`src/rtl/audio_pkg.sv`:
```
// Shared sample-path types and constants for the speaker audio receive chain.
package audio_pkg;

  localparam int SAMPLE_W = 16;
  localparam logic [SAMPLE_W-1:0] MUTE_SAMPLE = 16'h0000;

  typedef enum logic {
    IDLE,
    SHIFT
  } spi_state_t;

endpackage

```
`src/rtl/sample_fifo.sv`:
```
// Single-clock sample FIFO; head is visible on dout combinationally, push/pop take effect next edge.
// Push when full is ignored unless a pop frees a slot in the same cycle; pop when empty is ignored.
module sample_fifo #(
  parameter int DATA_W = 16,
  parameter int DEPTH  = 16,
  parameter int ADDR_W = 4
) (
  input  logic              clk,
  input  logic              rst,
  input  logic              push,
  input  logic              pop,
  input  logic [DATA_W-1:0] din,
  output logic [DATA_W-1:0] dout,
  output logic [ADDR_W:0]   level,
  output logic              full,
  output logic              empty
);

  logic [DATA_W-1:0] mem [DEPTH];
  logic [ADDR_W:0]   wr_ptr;
  logic [ADDR_W:0]   rd_ptr;
  logic              do_push;
  logic              do_pop;

  assign level   = wr_ptr - rd_ptr;
  assign full    = (level == (ADDR_W+1)'(DEPTH));
  assign empty   = (wr_ptr == rd_ptr);
  assign do_pop  = pop & ~empty;
  // A pop in the same cycle frees the slot a full FIFO needs for the push.
  assign do_push = push & (~full | do_pop);
  assign dout    = mem[rd_ptr[ADDR_W-1:0]];

  always_ff @(posedge clk or posedge rst) begin
    if (rst) begin
      wr_ptr <= '0;
      rd_ptr <= '0;
    end else begin
      if (do_push) wr_ptr <= wr_ptr + 1'b1;
      if (do_pop)  rd_ptr <= rd_ptr + 1'b1;
    end
  end

  always_ff @(posedge clk) begin
    if (do_push) mem[wr_ptr[ADDR_W-1:0]] <= din;
  end

endmodule

```
`src/rtl/spi_sample_receiver.sv`:
```
// SPI mode-0 slave buffering 16-bit samples; each rising edge of done presents the next sample one clk later.
// No backpressure to the host: words arriving on a full FIFO are dropped and flagged; pops on empty mute.
module spi_sample_receiver
  import audio_pkg::*;
#(
  parameter int DATA_W     = SAMPLE_W,
  parameter int FIFO_DEPTH = 16,
  parameter int ADDR_W     = 4
) (
  input  logic              clk,
  input  logic              rst,
  input  logic              sck,
  input  logic              cs_n,
  input  logic              mosi,
  output logic              miso,
  input  logic              done,
  output logic [DATA_W-1:0] spkr_data,
  output logic [ADDR_W:0]   fifo_level,
  output logic              overflow,
  output logic              underflow
);

  localparam int CNT_W = $clog2(DATA_W);
  localparam int PAD_W = DATA_W - ADDR_W - 3;
  localparam logic [CNT_W-1:0] LAST_BIT = CNT_W'(DATA_W - 1);

  logic [2:0]        sck_s;
  logic [2:0]        cs_s;
  logic [1:0]        mosi_s;
  logic              sck_rise;
  logic              sck_fall;
  logic              cs_rise;
  logic              cs_fall;
  logic              mosi_bit;

  spi_state_t        state;
  logic [CNT_W-1:0]  bit_cnt;
  logic [DATA_W-1:0] rx_shift;
  logic [DATA_W-1:0] tx_shift;
  logic [DATA_W-1:0] status_word;
  logic              push_req;
  logic [DATA_W-1:0] push_dat;

  logic              done_q;
  logic              pop_req;
  logic [DATA_W-1:0] fifo_head;
  logic              fifo_full;
  logic              fifo_empty;

  always_ff @(posedge clk or posedge rst) begin
    if (rst) begin
      sck_s  <= '0;
      cs_s   <= '1;
      mosi_s <= '0;
    end else begin
      sck_s  <= {sck_s[1:0], sck};
      cs_s   <= {cs_s[1:0], cs_n};
      mosi_s <= {mosi_s[0], mosi};
    end
  end

  assign sck_rise    = sck_s[1] & ~sck_s[2];
  assign sck_fall    = ~sck_s[1] & sck_s[2];
  assign cs_rise     = cs_s[1] & ~cs_s[2];
  assign cs_fall     = ~cs_s[1] & cs_s[2];
  assign mosi_bit    = mosi_s[1];
  assign status_word = {overflow, underflow, {PAD_W{1'b0}}, fifo_level};
  assign miso        = tx_shift[DATA_W-1];

  always_ff @(posedge clk or posedge rst) begin
    if (rst) begin
      state    <= IDLE;
      bit_cnt  <= '0;
      rx_shift <= '0;
      tx_shift <= '0;
      push_req <= 1'b0;
      push_dat <= '0;
    end else begin
      push_req <= 1'b0;
      case (state)
        IDLE: begin
          if (cs_fall) begin
            state    <= SHIFT;
            bit_cnt  <= '0;
            tx_shift <= status_word;
          end
        end
        SHIFT: begin
          // Deselect abandons any partial word without pushing it.
          if (cs_rise) begin
            state <= IDLE;
          end else if (sck_rise) begin
            rx_shift <= {rx_shift[DATA_W-2:0], mosi_bit};
            if (bit_cnt == LAST_BIT) begin
              push_req <= 1'b1;
              push_dat <= {rx_shift[DATA_W-2:0], mosi_bit};
              bit_cnt  <= '0;
              tx_shift <= status_word;
            end else begin
              bit_cnt <= bit_cnt + 1'b1;
            end
          end else if (sck_fall) begin
            tx_shift <= {tx_shift[DATA_W-2:0], 1'b0};
          end
        end
        default: state <= IDLE;
      endcase
    end
  end

  assign pop_req = done & ~done_q;

  always_ff @(posedge clk or posedge rst) begin
    if (rst) begin
      done_q    <= 1'b0;
      spkr_data <= '0;
      overflow  <= 1'b0;
      underflow <= 1'b0;
    end else begin
      done_q <= done;
      if (pop_req) begin
        if (fifo_empty) begin
          spkr_data <= DATA_W'(MUTE_SAMPLE);
          underflow <= 1'b1;
        end else begin
          spkr_data <= fifo_head;
        end
      end
      // A full FIFO is never empty, so a same-cycle pop always makes room.
      if (push_req && fifo_full && !pop_req) overflow <= 1'b1;
    end
  end

  sample_fifo #(
    .DATA_W (DATA_W),
    .DEPTH  (FIFO_DEPTH),
    .ADDR_W (ADDR_W)
  ) u_fifo (
    .clk   (clk),
    .rst   (rst),
    .push  (push_req),
    .pop   (pop_req),
    .din   (push_dat),
    .dout  (fifo_head),
    .level (fifo_level),
    .full  (fifo_full),
    .empty (fifo_empty)
  );

endmodule

```
`config.mk`:
```
export PLATFORM = sky130hd
export DESIGN_NAME = spi_sample_receiver
export DESIGN_NICKNAME = d
export VERILOG_FILES = /design/src/rtl/audio_pkg.sv /design/src/rtl/sample_fifo.sv /design/src/rtl/spi_sample_receiver.sv
export SDC_FILE = /design/constraint.sdc
export NUM_CORES = 1
export LEC_CHECK = 0
export ABC_AREA = 1
export CAP_MARGIN = 25
export CORE_MARGIN = 2
export CORE_UTILIZATION = 46
export CTS_CLUSTER_DIAMETER = 200
export DETAILED_ROUTE_END_ITERATION = 12
export PLACE_DENSITY_LB_ADDON = 0.3
export SYNTH_ARGS = -nofsm -noshare
export SYNTH_HDL_FRONTEND = slang
export SYNTH_SLANG_ARGS = --single-unit
```
`constraint.sdc`:
```
create_clock -name clk -period 4.78 [get_ports clk]
set_input_delay 0.956 -clock clk [delete_from_list [all_inputs] [get_ports clk]]
set_output_delay 0.956 -clock clk [all_outputs]
set_load 0.005 [all_outputs]
```
==> impl_metrics.sql, run 1 <==
INSERT INTO impl_metrics (metric_group, metric, value, unit) VALUES
('status', 'status', 'finished clean', ''),
('cells_and_area', 'cell_area_after_layout', '0.0158', 'mm2'),
('worst_setup_path', 'reg2regPathDepth', '8', ''),
('global_route', 'grt_first_pass_wirelength', '49000', 'um'),
('yosys', 'synth-adder-area-share', '0.0111', ''),
('die', 'die-area', '0.0322', 'mm2'),
('yosys', 'yosys-top-cells-area', 'edfxtp_1, dfrtp_1, nor2_1', ''),
('cells_and_area', 'diodes', '0', ''),
('yosys', 'synth_top_family_by_area', 'simple AND/OR/NAND/NOR gates', ''),
('clocking', 'cts_tree', 'yes', ''),
('clocking', 'clock_latency', '0.51', 'ns'),
('cells_and_area', 'post_layout_nonfiller_instances', '1727', ''),
('yosys', 'post_synth.cell_area_avg', '11.1', 'um2'),
('sta', 'final-max-slew-violation-count', '0', ''),
('power', 'power.ir.vdd_worst', '0.000294', 'V'),
('clocking', 'setup_fix_bufs_post_cts', '0', ''),
('yosys', 'netlist_instances', '1275', ''),
('clocking', 'hold_buffers', '0', ''),
('hold_path', 'hold_path.startpoint', 'sck_s[0]', ''),
('global_route', 'groute.usage.overall', '0.191', ''),
('sta', 'tightest_slew', '0.951', 'ns'),
('sta', 'grt_setup_unrepaired', 'false', ''),
('power', 'powerDensity', '538', 'mW/mm2'),
('clocking', 'cts.sinks', '346', ''),
('global_route', 'globalRoute.totalOverflow', '0', ''),
('cells_and_area', 'finalCoreUtilization', '0.519', ''),
('yosys', 'complex_gate_fraction_of_the_synthesized_area', '0.0767', ''),
('die', 'floorplan.initialDensity', '0.465', ''),
('yosys', 'synth_sequential_area_ratio', '0.701', ''),
('die', 'ioPinCount', '30', ''),
('die', 'die_y', '180', 'um'),
('yosys', 'yosys_warnings', '0', ''),
('sta', 'setup_slack', '0.917', 'ns'),
('worst_setup_path', 'cp-end-kind', 'output pin', ''),
('drt', 'wirelength', '30500', 'um'),
('global_route', 'vias_in_the_first_global_route', '8901', ''),
('clocking', 'cts_buffers', '36', ''),
('sta', 'min_period_over_period', '0.808', ''),
('placement', 'gp_routability_congestion', '0.793', ''),
('yosys', 'netlist-cell-type-count', '40', ''),
('worst_setup_path', 'worstPathCellList', 'clkinv_1 -> ha_1 -> a21oi_1 -> nand2_1 -> nand2_1 -> nand2_1 -> inv_1 -> clkdlybuf4s50_1', ''),
('clocking', 'ctsResizeCount', '0', ''),
('sta', 'finalWorstPathRequiredPeriod', '3.86', 'ns'),
('sta', 'hold-worst-slack', '0.350', 'ns'),
('sta', 'setup_skew', '0.0207', 'ns'),
('drt', 'post_drt_wl_per_cell', '17.6', 'um'),
('cells_and_area', 'syn_to_final_growth', '11.8', '%'),
('sta', 'number_of_setup_violations_in_the_final_report', '0', ''),
('placement', 'placed_wire_length_estimate', '18700', 'um'),
('hold_path', 'min_path_type', 'register to register', ''),
('hold_path', 'hold_path_end', 'sck_s[1]', ''),
('drt', 'ant_nets', '0', ''),
('global_route', 'number_of_antenna_violations_at_the_first_check_in_global_routing', '0', ''),
('worst_setup_path', 'crit_path_max_fanout', '17', ''),
('yosys', 'number_of_enable_type_register_cells_in_the_synthesized_netlist', '256', ''),
('hold_path', 'worst_hold_path.num_cells', '0', ''),
('yosys', 'async_flop_share', '0.260', ''),
('worst_setup_path', 'rr_endpoint', 'u_fifo.mem[10][7]', ''),
('die', 'fp-row-count', '64', ''),
('yosys', 'synth_xor_area_frac', '0.00556', ''),
('sta', 'hold_violations', '0', ''),
('yosys', 'yosysMostFrequentCell', 'nor2_1', ''),
('drt', 'pre_antenna_drt_iters', '5', ''),
('power', 'total_power', '8.53', 'mW'),
('placement', 'place_area', '0.0148', 'mm2'),
('yosys', 'synth.area.mux_share', '0.00150', ''),
('worst_setup_path', 'crit-reg2reg-launch', 'u_fifo.rd_ptr[2]', ''),
('yosys', 'synth_top_area_frac', '0.542', ''),
('yosys', 'yosys_register_bits', '346', ''),
('yosys', 'post_synth_instance_area', '0.0142', 'mm2'),
('drt', 'routed_via_density', '5.24', '');
-- how the worst max path moves through the flow --
stage,start,to,slack [ns],depth (start not counted)
6_report,u_fifo.rd_ptr[2],fifo_level[3],0.92,8
4_1_cts,u_fifo.rd_ptr[2],fifo_level[3],0.90,8
5_1_grt,u_fifo.rd_ptr[2],fifo_level[3],0.69,8
3_3_place_gp,u_fifo.rd_ptr[2],fifo_level[3],1.45,8
3_5_place_dp,u_fifo.rd_ptr[2],fifo_level[3],1.45,8
2_1_floorplan,rst,bit_cnt[0],1.49,1
-- layout make-up --
type | instances | area, um2
clock buffer | 43 | 927
clock inverter | 20 | 103
fill | 2616 | 14700
inverter | 64 | 244
multi-input combinational | 805 | 3660
sequential | 346 | 9950
tap | 396 | 495
timing repair buffer | 53 | 470
-- layer usage --
| metal | GRT usage | vias up | wire [um] |
|---|---|---|---|
| met2 | 0.319 | 223 | 14700 |
| met1 | 0.263 | 4419 | 13400 |
| met3 | 0.0243 | 47 | 1600 |
| met5 | 0 | - | 0 |
| met4 | 0.0553 | 0 | 766 |
| li1 | - | 4360 | - |
-- worst max-delay path, delay by kind of cell (launching register included) --
| family | cells | cell delay, ns |
|---|---|---|
| buf+inv | 3 | 1.05 |
| fa+ha+maj | 1 | 0.55 |
| flops | 1 | 0.36 |
| simple gates | 3 | 0.24 |
| compound gates | 1 | 0.20 |
-- sequential cells by signal, summed over array words and instances (netlist names), 2 cells and up --
name,flops
u_fifo.mem,256
push_dat,16
spkr_data,16
tx_shift,16
rx_shift,15
u_fifo.rd_ptr,5
u_fifo.wr_ptr,5
bit_cnt,4
cs_s,3
sck_s,3
mosi_s,2
-- cells in the final DEF (no fill, tap or decap), drive strengths merged, types with 24 or more instances in the layout --
cell type      count
clkdlybuf4s50     29
clkinv            24
o21ai            172
buf               24
inv               60
nor2             272
clkbuf            43
nand3             46
nand2            259
edfxtp           256
dfrtp             87
-- cell families (layout without fill, tap and decap cells) --
kind of cell    Yosys count  in the layout
compound gates          201            201
xor+xnor                  9              9
fa+ha+maj                12             12
buf+inv                 124            180
flops                   346            346
mux                       2              2
simple gates            581            581
-- power by group --
| part | total [mW] | internal [mW] | switching (mW) |
|---|---|---|---|
| registers | 3.50 | 3.36 | 0.140 |
| logic | 2.54 | 0.884 | 1.66 |
| clock network | 2.49 | 1.38 | 1.10 |
| total | 8.53 | 5.62 | 2.90 |
No activity file was read; power rests on OpenSTA's default activity.
==> run 2: changes to the inputs <==
==> constraint.sdc (replaced) <==
create_clock -name clk -period 3.61 [get_ports clk]
set_input_delay 0.722 -clock clk [delete_from_list [all_inputs] [get_ports clk]]
set_output_delay 0.722 -clock clk [all_outputs]
set_load 0.005 [all_outputs]
==> run 2 against run 1 <==
Net effect: critical path depth decreased by 3; clock skew decreased by 0.0062 ns; count of clock-buffer cells in the layout increased by 10; worst setup slack got worse by 0.75 ns; critical path type unchanged; critical endpoint is now fifo_level[2]; largest power group unchanged.
==> impl_metrics.sql, run 2 (synthesized netlist as in run 1, its figures left out) <==
INSERT INTO impl_metrics (metric_group, metric, value, unit) VALUES
('power', 'power.ir.vdd_worst', '0.000813', 'V'),
('placement', 'gp_routability_congestion', '0.817', ''),
('power', 'switching_share', '0.334', ''),
('die', 'ioPinCount', '30', ''),
('clocking', 'setup_fix_bufs_post_cts', '0', ''),
('power', 'comb_power_share', '0.301', ''),
('cells_and_area', 'finalCoreUtilization', '0.523', ''),
('worst_setup_path', 'critical_path.startpoint', 'u_fifo.wr_ptr[0]', ''),
('die', 'placeableCoreArea', '0.0305', 'mm2'),
('cells_and_area', 'most_common_cell_after_layout_fill_and_taps_aside', 'nor2_1', ''),
('sta', 'min_period_over_period', '0.954', ''),
('die', 'die-area', '0.0322', 'mm2'),
('clocking', 'cts_tree', 'yes', ''),
('worst_setup_path', 'cp-end-kind', 'output pin', ''),
('global_route', 'vias_in_the_first_global_route', '8978', ''),
('clocking', 'cts_buffers', '36', ''),
('die', 'fp.dieW', '180', 'um'),
('worst_setup_path', 'worst_ep_required_time', '2.89', 'ns'),
('clocking', 'worst_setup_hold_path_clk_slew', '0.06', 'ns'),
('drt', 'met3_length', '1800', 'um'),
('placement', 'place.port_buffers', '29', ''),
('die', 'die_y', '180', 'um'),
('sta', 'setup_slack', '0.165', 'ns'),
('drt', 'pre_antenna_drt_iters', '6', ''),
('sta', 'finalWorstPathRequiredPeriod', '3.45', 'ns'),
('sta', 'final-max-slew-violation-count', '0', ''),
('worst_setup_path', 'ff2ff_setup_slack', '0.73', 'ns'),
('power', 'clock_power_share', '0.300', ''),
('drt', 'vias', '9026', ''),
('drt', 'post_drt_wl_per_cell', '17.7', 'um'),
('global_route', 'groute.usage.overall', '0.194', ''),
('clocking', 'ctsResizeCount', '0', ''),
('drt', 'wirelength', '30600', 'um'),
('sta', 'fmaxAchievable', '290', 'MHz'),
('worst_setup_path', 'critPathTopFamily', 'buffers and inverters', ''),
('drt', 'routed_via_density', '5.21', ''),
('drt', 'met2_length', '14600', 'um'),
('hold_path', 'min_path_type', 'register to register', ''),
('power', 'total_power', '11.5', 'mW'),
('global_route', 'number_of_antenna_violations_at_the_first_check_in_global_routing', '0', ''),
('hold_path', 'worst_hold_path.num_cells', '0', ''),
('clocking', 'cts_root_buffer', 'clkbuf_16', ''),
('hold_path', 'hold_path.startpoint', 'mosi_s[0]', ''),
('worst_setup_path', 'rr_endpoint', 'u_fifo.mem[6][7]', ''),
('drt', '1st_iter_drt_viols', '878', ''),
('worst_setup_path', 'critPathLaunchType', 'register', ''),
('drt', 'drcViolationCount', '0', ''),
('power', 'sequentialPowerShare', '0.399', ''),
('sta', 'max_slew_margin', '0.365', ''),
('worst_setup_path', 'reg2regPathDepth', '9', ''),
('worst_setup_path', 'crit_path_max_fanout', '5', ''),
('worst_setup_path', 'critPathBufInv', '2', ''),
('clocking', 'htreeDepth', '2', ''),
('drt', 'ant_nets', '0', ''),
('sta', 'hold-worst-slack', '0.347', 'ns'),
('sta', 'tightest_slew', '0.953', 'ns'),
('worst_setup_path', 'worstPathCellList', 'inv_1 -> ha_1 -> fa_1 -> xnor2_1 -> clkdlybuf4s50_1', ''),
('cells_and_area', 'post_layout_nonfiller_instances', '1731', ''),
('sta', 'hold_violations', '0', ''),
('cells_and_area', 'flip_flop_count_of_the_largest_register_all_copies_and_words_added', '256', ''),
('power', 'power_switching', '3.83', 'mW'),
('sta', 'setup_skew', '0.0145', 'ns'),
('cells_and_area', 'mostFrequentLayoutCells', 'nor2_1, edfxtp_1, nand2_1', ''),
('worst_setup_path', 'arrival_time_reported_for_the_critical_path_endpoint', '2.72', 'ns'),
('clocking', 'longest_clk_path_bufs', '3', ''),
('placement', 'number_of_placed_cells_counting_well_taps', '1666', ''),
('status', 'status', 'finished clean', ''),
('worst_setup_path', 'cpMaxStageDelayCell', 'clkdlybuf4s50_1', ''),
('global_route', 'globalRoute.totalOverflow', '0', ''),
('die', 'fp-row-count', '64', ''),
('hold_path', 'hold_path_end', 'mosi_s[1]', ''),
('power', 'cell_internal_pwr', '7.64', 'mW'),
('placement', 'place_area', '0.0149', 'mm2'),
('cells_and_area', 'syn_to_final_growth', '12.5', '%'),
('placement', 'dpl_worst_slack', '0.718', 'ns'),
('die', 'floorplan.initialDensity', '0.465', ''),
('worst_setup_path', 'cpPeakStageDelay', '0.61', 'ns'),
('cells_and_area', 'drive_gt1_frac', '0.0816', ''),
('power', 'total_leakage_power', '6.32', 'nW'),
('worst_setup_path', 'worstSetupPathType', 'register to output pin', ''),
('run', 'reported_max_cap_violation_count', '0', ''),
('drt', 'wl_on_met1', '13400', 'um'),
('clocking', 'clock_latency', '0.52', 'ns'),
('cells_and_area', 'nets', '1326', ''),
('power', 'powerDensity', '719', 'mW/mm2'),
('sta', 'grt_setup_unrepaired', 'false', ''),
('placement', 'placed_wire_length_estimate', '17500', 'um'),
('cells_and_area', 'diodes', '0', ''),
('global_route', 'grt_max_degree', '130', ''),
('clocking', 'cts.sinks', '346', ''),
('global_route', 'grt_first_pass_wirelength', '49200', 'um'),
('sta', 'number_of_setup_violations_in_the_final_report', '0', ''),
('sta', 'setup-tns-final', '0', 'ns'),
('drt', 'topRoutingLayerUsed', 'met4', ''),
('worst_setup_path', 'crit-reg2reg-launch', 'u_fifo.wr_ptr[0]', ''),
('clocking', 'hold_buffers', '0', ''),
('cells_and_area', 'cell_area_after_layout', '0.0160', 'mm2');
[run 2: cell types whose count changed in the layout (fill, tap and decap cells not counted)]
cell / before / now
inv_6: 1 / 2
clkinv_2: 9 / 5
clkbuf_1: 7 / 14
clkinv_8: 1 / 0
clkbuf_8: 0 / 2
buf_12: 0 / 2
clkbuf_16: 36 / 37
bufinv_16: 0 / 1
clkinv_1: 14 / 9
[run 2: power by group through the flow]
stage / logic [mW] / registers, mW / clock network [mW]
after floorplan: 2.38 / 4.64 / 0
after global placement: 3.41 / 4.65 / 0
after detailed placement: 3.47 / 4.65 / 0
after CTS: 3.49 / 4.58 / 3.51
after global routing: 3.89 / 4.61 / 3.68
final: 3.45 / 4.58 / 3.44
[run 2: worst max path at each step]
stage,endpoint,slack (ns),cells past startpoint
6_report,fifo_level[2],0.16,5
5_1_grt,fifo_level[4],0.07,8
4_1_cts,fifo_level[4],0.16,8
3_5_place_dp,fifo_level[4],0.72,8
3_3_place_gp,fifo_level[4],0.76,8
2_1_floorplan,u_fifo.mem[12][0],0.53,12
[run 2: layer usage]
metal	track usage	vias to the layer above
met3	0.0274	56
met2	0.315	260
met1	0.269	4338
met5	0	-
met4	0.0650	0
li1	-	4372
[run 2: layout make-up]
cell class,instances,area (um2)
clock buffer,53,1010
multi-input combinational,805,3660
fill,2590,14600
tap,396,495
clock inverter,12,86.3
sequential,346,9950
timing repair buffer,55,510
inverter,64,244
